$ cat config.mk
export PLATFORM = sky130hd
export DESIGN_NAME = timer_ctrl
export DESIGN_NICKNAME = d
export VERILOG_FILES = /design/src/rtl/timer_pkg.sv /design/src/rtl/timer_mmss_cnt.sv /design/src/rtl/timer_ctrl.sv
export SDC_FILE = /design/constraint.sdc
export NUM_CORES = 1
export LEC_CHECK = 0
export ABC_AREA = 1
export CAP_MARGIN = 20
export CORE_MARGIN = 5
export CORE_UTILIZATION = 25
export DETAILED_ROUTE_END_ITERATION = 6
export DONT_BUFFER_PORTS = 1
export PLACE_DENSITY_LB_ADDON = 0.1
export SYNTH_ARGS = -nofsm -noshare
export SYNTH_HDL_FRONTEND = slang
export SYNTH_SLANG_ARGS = --single-unit
$ cat constraint.sdc
create_clock -name mclk -period 2.6 [get_ports mclk]
set_clock_uncertainty 0.15 [all_clocks]
set_input_delay 0.26 -clock mclk [delete_from_list [all_inputs] [get_ports mclk]]
set_output_delay 0.26 -clock mclk [all_outputs]
set_load 0.05 [all_outputs]
$ cat src/rtl/timer_pkg.sv
// timer_pkg: shared types, widths and wrap helpers for the countdown timer
// controller (timer_ctrl) and its mm:ss register pair (timer_mmss_cnt).
package timer_pkg;

  typedef enum logic [1:0] {
    SET   = 2'd0,
    RUN   = 2'd1,
    PAUSE = 2'd2,
    ALARM = 2'd3
  } timer_state_t;

  localparam int MIN_W       = 7;
  localparam int SEC_W       = 6;
  localparam int ALARM_CNT_W = 8;

  localparam logic [SEC_W-1:0] SEC_MAX = 6'd59;

  // Seconds increment used while setting the time: 59 wraps to 0, no carry.
  function automatic logic [SEC_W-1:0] sec_inc_wrap(input logic [SEC_W-1:0] s);
    if (s == SEC_MAX) begin
      return '0;
    end
    return s + 1'b1;
  endfunction

  // Minutes increment used while setting the time: m_max wraps to 0.
  function automatic logic [MIN_W-1:0] min_inc_wrap(input logic [MIN_W-1:0] m,
                                                    input logic [MIN_W-1:0] m_max);
    if (m == m_max) begin
      return '0;
    end
    return m + 1'b1;
  endfunction

endpackage

$ cat src/rtl/timer_mmss_cnt.sv
// timer_mmss_cnt: the mm:ss register pair behind the countdown timer.
// Owns the setting wrap (minutes and seconds wrap independently) and the
// countdown borrow (x:00 -> (x-1):59). The zero flag looks at the value being
// loaded this cycle, so the controller can leave RUN on the same edge that
// the count reaches 00:00.
module timer_mmss_cnt
  import timer_pkg::*;
#(
  parameter int MAX_MIN = 99
) (
  input  logic             mclk,
  input  logic             rst_n,
  input  logic             load_zero,
  input  logic             inc_min,
  input  logic             inc_sec,
  input  logic             dec,
  output logic [MIN_W-1:0] min_o,
  output logic [SEC_W-1:0] sec_o,
  output logic             zero
);

  localparam logic [MIN_W-1:0] MIN_TOP = MIN_W'(MAX_MIN);

  logic [MIN_W-1:0] min_q;
  logic [SEC_W-1:0] sec_q;
  logic [MIN_W-1:0] min_nxt;
  logic [SEC_W-1:0] sec_nxt;

  // Next mm:ss value: clear has priority, then countdown, then set increments.
  always_comb begin
    min_nxt = min_q;
    sec_nxt = sec_q;
    if (load_zero) begin
      min_nxt = '0;
      sec_nxt = '0;
    end else if (dec) begin
      // 00:00 never decrements; the controller leaves RUN before that.
      if (sec_q != '0) begin
        sec_nxt = sec_q - 1'b1;
      end else if (min_q != '0) begin
        min_nxt = min_q - 1'b1;
        sec_nxt = SEC_MAX;
      end
    end else begin
      if (inc_min) begin
        min_nxt = min_inc_wrap(min_q, MIN_TOP);
      end
      if (inc_sec) begin
        sec_nxt = sec_inc_wrap(sec_q);
      end
    end
  end

  // mm:ss registers.
  always_ff @(posedge mclk or negedge rst_n) begin
    if (!rst_n) begin
      min_q <= '0;
      sec_q <= '0;
    end else begin
      min_q <= min_nxt;
      sec_q <= sec_nxt;
    end
  end

  assign zero  = (min_nxt == '0) && (sec_nxt == '0);
  assign min_o = min_q;
  assign sec_o = sec_q;

endmodule

$ cat src/rtl/timer_ctrl.sv
// timer_ctrl: countdown-timer controller. Holds a user-set mm:ss value,
// enables the one-second tick generator while counting or alarming, counts
// down to 00:00 and then raises an alarm that self-clears after ALARM_SECS
// ticks or on a button acknowledge.
//
// Build option: define TIMER_CTRL_BLINK_EN to make the alarm output toggle on
// every tick while alarming (starts high, forced low on leaving ALARM);
// undefined, the alarm is a steady high for the whole ALARM state.
//
// state | meaning
// SET   | time editable with min_up/sec_up; start_pb begins a nonzero count
// RUN   | tick generator enabled, each tick removes one second
// PAUSE | time frozen, ticks ignored, start_pb resumes
// ALARM | count reached 00:00, alarm raised, ticks counted toward self-clear
module timer_ctrl
  import timer_pkg::*;
#(
  parameter int MAX_MIN    = 99,
  parameter int ALARM_SECS = 10
) (
  input  logic       mclk,
  input  logic       rst_n,
  input  logic       start_pb,
  input  logic       clear_pb,
  input  logic       min_up,
  input  logic       sec_up,
  input  logic       tick,
  output logic       tick_en,
  output logic [6:0] min_o,
  output logic [5:0] sec_o,
  output logic       alarm,
  output logic [1:0] state_o
);

  // Terminal count: the tick that would bring the counter to ALARM_SECS.
  localparam logic [ALARM_CNT_W-1:0] ALARM_LAST = ALARM_CNT_W'(ALARM_SECS - 1);

  timer_state_t           state;
  logic [ALARM_CNT_W-1:0] alarm_cnt;

  logic load_zero;
  logic inc_min;
  logic inc_sec;
  logic dec;
  logic nxt_zero;

  // Drive the mm:ss pair from the current state; clear beats everything.
  always_comb begin
    load_zero = 1'b0;
    inc_min   = 1'b0;
    inc_sec   = 1'b0;
    dec       = 1'b0;
    case (state)
      SET: begin
        if (clear_pb) begin
          load_zero = 1'b1;
        end else begin
          inc_min = min_up;
          inc_sec = sec_up;
        end
      end
      RUN: begin
        if (clear_pb) begin
          load_zero = 1'b1;
        end else begin
          dec = tick;
        end
      end
      PAUSE: begin
        load_zero = clear_pb;
      end
      default: begin
      end
    endcase
  end

  timer_mmss_cnt #(
    .MAX_MIN (MAX_MIN)
  ) u_mmss (
    .mclk      (mclk),
    .rst_n     (rst_n),
    .load_zero (load_zero),
    .inc_min   (inc_min),
    .inc_sec   (inc_sec),
    .dec       (dec),
    .min_o     (min_o),
    .sec_o     (sec_o),
    .zero      (nxt_zero)
  );

  // Controller FSM with registered tick_en/alarm and the alarm tick counter.
  always_ff @(posedge mclk or negedge rst_n) begin
    if (!rst_n) begin
      state     <= SET;
      tick_en   <= 1'b0;
      alarm     <= 1'b0;
      alarm_cnt <= '0;
    end else begin
      case (state)
        SET: begin
          // nxt_zero reflects any increment applied this cycle, so RUN is
          // never entered holding 00:00.
          if (!clear_pb && start_pb && !nxt_zero) begin
            state   <= RUN;
            tick_en <= 1'b1;
          end
        end

        RUN: begin
          if (clear_pb) begin
            state   <= SET;
            tick_en <= 1'b0;
          end else if (tick && nxt_zero) begin
            // Reaching 00:00 outranks a simultaneous pause request.
            state     <= ALARM;
            tick_en   <= 1'b1;
            alarm     <= 1'b1;
            alarm_cnt <= '0;
          end else if (start_pb) begin
            state   <= PAUSE;
            tick_en <= 1'b0;
          end
        end

        PAUSE: begin
          if (clear_pb) begin
            state <= SET;
          end else if (start_pb) begin
            state   <= RUN;
            tick_en <= 1'b1;
          end
        end

        ALARM: begin
          if (clear_pb || start_pb) begin
            state     <= SET;
            tick_en   <= 1'b0;
            alarm     <= 1'b0;
            alarm_cnt <= '0;
          end else if (tick) begin
            if (alarm_cnt == ALARM_LAST) begin
              state     <= SET;
              tick_en   <= 1'b0;
              alarm     <= 1'b0;
              alarm_cnt <= '0;
            end else begin
              alarm_cnt <= alarm_cnt + 1'b1;
`ifdef TIMER_CTRL_BLINK_EN
              alarm     <= ~alarm;
`else
              alarm     <= 1'b1;
`endif
            end
          end
        end

        default: begin
          state     <= SET;
          tick_en   <= 1'b0;
          alarm     <= 1'b0;
          alarm_cnt <= '0;
        end
      endcase
    end
  end

  assign state_o = state;

endmodule
==> metrics.cfg <==
[critical_path]
worst_setup_path_start_kind=flop
crit_arrival_ns=2.48
worst-setup-path-type=flop to flop
end_kind=flop
crit_path_start=u_mmss.min_o[5]$_DFF_PN0_
r2r_end=alarm_cnt[2]$_DFFE_PN0P_
crit_end=alarm_cnt[2]$_DFFE_PN0P_
crit-reg2reg-launch=u_mmss.min_o[5]$_DFF_PN0_
cp.required_ns=2.66
r2r_cells=15
r2r_setup_slack_ns=0.18
critPathMaxFanout=8

[yosys]
ys_seq_elements=25
netlist_area_mm2=0.00238
syn_avg_cell_area_um2=6.25
seq_area_frac_synth=0.263
syn_nets=394
yosysTopAreaCell=dfrtp_1
synth_top_area_share=0.263
ys_warn_count=0
synthCells=380
ys_top_cells_by_area=dfrtp_1 (26%), nand2_1 (21%), nand3_1 (8.2%)
synth_cell_types=29

[cts]
tritoncts=built
cts_made_buffers=3
clkLatencyLatePin_ns=0.28
path_clk_slew_ns=0.10
clockRootBuffer=clkbuf_8
clock-sinks=25
ctsHtreeMaxLevel=1
clockBufferDepth=2

[finish]
final_nets=440
design_area_mm2=0.00305
antennaDiodeCount=0
layout_common_cells=nand2_1 (122), inv_1 (49), buf_4 (45), nand3_1 (38), nor2_1 (35)
final_common_cell=nand2_1
area_growth_pct=28.2
fillCellCount=1015
drive_gt1_frac=0.285

[place]
dp_hpwl_um=5480
portBuffers=0
gp_congestion=0.844
postPlaceCellArea_mm2=0.00279

[timing]
slew_violations=0
fin_hold_ws_ns=0.153
fin_crit_ns=2.42
worst_pin_slew_ns=1.07
finalHoldViolCount=0
max-slew-margin-rel=0.282
fmax_ghz=0.414
setup_viol=0
finalCritPeriodShare=0.930
timing.setup.tns_ns=0

[route]
ant_nets=0
drt-total-wl_um=7140
vias=2444
drc_errors=0
wire_per_inst_um=12.9
vias_per_cell=4.41
first_pass_iters=4
drt_iter0_drc=77

[floorplan]
dieArea_mm2=0.0116
coreArea_mm2=0.00924
ios=24
start_util=0.257
rows=35
dieWidth_um=107
die_h_um=107

[power]
ir_drop_uv=626
p_per_area_mw_per_mm2=1180
total_power_mw=3.59
leakagePower_nw=1.61

[global_route]
antenna_found_initial=0
grt_pass1_vias=2388
gr-total-overflow=0
track_usage=0.127
grt_pass1_wl_um=11900
grt_max_degree=26

[hold_path]
hold_class=input pin to flop

[flow_run]
max_cap_violations=0

[status]
status=completed

-- cell usage after synthesis (all sizes together) --
| cell | number |
|---|---|
| or2 | 3 |
| buf | 8 |
| nor2 | 53 |
| nand3b | 3 |
| nand3 | 42 |
| inv | 55 |
| nor4 | 1 |
| xor2 | 6 |
| nand2 | 138 |
| nand4 | 5 |
| dfrtp | 25 |
| a211oi | 1 |
| xnor2 | 1 |
| a21oi | 14 |
| ha | 7 |
| nor3 | 2 |
| o21ai | 16 |
-- registers in the layout, indices dropped and copies added, names as in the netlist --
register and count:
state_o 2, u_mmss.min_o 7, alarm_cnt 8, alarm 1, u_mmss.sec_o 6, tick_en 1
-- report_power, final --
group | internal [mW] | switching, mW
sequential | 0.507 | 0.225
combinational | 0.986 | 1.63
clock | 0.109 | 0.132
total | 1.60 | 1.98
-- stage by stage --
step / cells / util / setup slack [ns]
final: 554 / 0.330 / 0.183
after global routing: 554 / 0.330 / -0.0121
after CTS: 547 / 0.311 / 0.0151
after detailed placement: 541 / 0.302 / 0.0219
after global placement: 541 / 0.302 / 0.00771
after floorplan: 380 / - / 0.0149
-- per-layer routing --
metal	part of all wire	track usage	vias up	wire (um)
li1	-	-	1276	-
met1	0.48	0.169	1132	3390
met2	0.48	0.218	32	3420
met3	0.038	0.0180	4	273
met4	0.0073	0.0261	0	52
met5	0	0	-	0
-- worst max-delay path, stage by stage (launching register included) --
cell and delay [ns]:
dfrtp_1 0.49, nor2_1 0.20, nand2_1 0.13, nor2_4 0.17, nor2_4 0.07, nor2_4 0.08
nand2_1 0.06, nand2_1 0.08, nand2_1 0.07, nor2_2 0.09, nand2_2 0.07, nor2_4 0.12
nand3_4 0.12, nand2_4 0.13, nand2_4 0.12, a21oi_2 0.20
-- worst min path at each step --
stage	from	to	slack (ns)	cells after the start
floorplan	rst_n	alarm$_DFFE_PN0P_	-0.19	0
global placement	rst_n	state_o[0]$_DFFE_PN0P_	-0.18	0
detailed placement	rst_n	state_o[0]$_DFFE_PN0P_	-0.18	0
CTS	clear_pb	alarm_cnt[7]$_DFFE_PN0P_	0.09	3
global route	tick	state_o[1]$_DFFE_PN0P_	0.17	4
finish	start_pb	alarm$_DFFE_PN0P_	0.15	3
-- layout make-up --
type                       instances  area [um2]  share of cell area
inverter                          55         206              0.0678
sequential                        25         637               0.209
multi-input combinational        293        1600               0.527
clock inverter                     1        7.51             0.00247
clock buffer                       3        41.3              0.0136
timing repair buffer              48         388               0.127
tap                              129         161              0.0530
-- kinds of logic after synthesis --
logic type,share of synthesized area
AOI/OAI and AO/OA,0.0790
xor gates and xnor gates,0.0258
adders and majority gates,0.0369
buffers and inverters,0.114
DFF,0.263
and+or+nand+nor,0.481
-- what timing repair did --
action / 4_1_cts / 5_1_grt
hold buffers: 2 / 0
gates resized for setup: 0 / 33
endpoints found under the setup margin: 0 / 12
hold endpoints to repair: 25 / 0
buffers inserted: 0 / 6
Power figures use the tool's default switching activity.
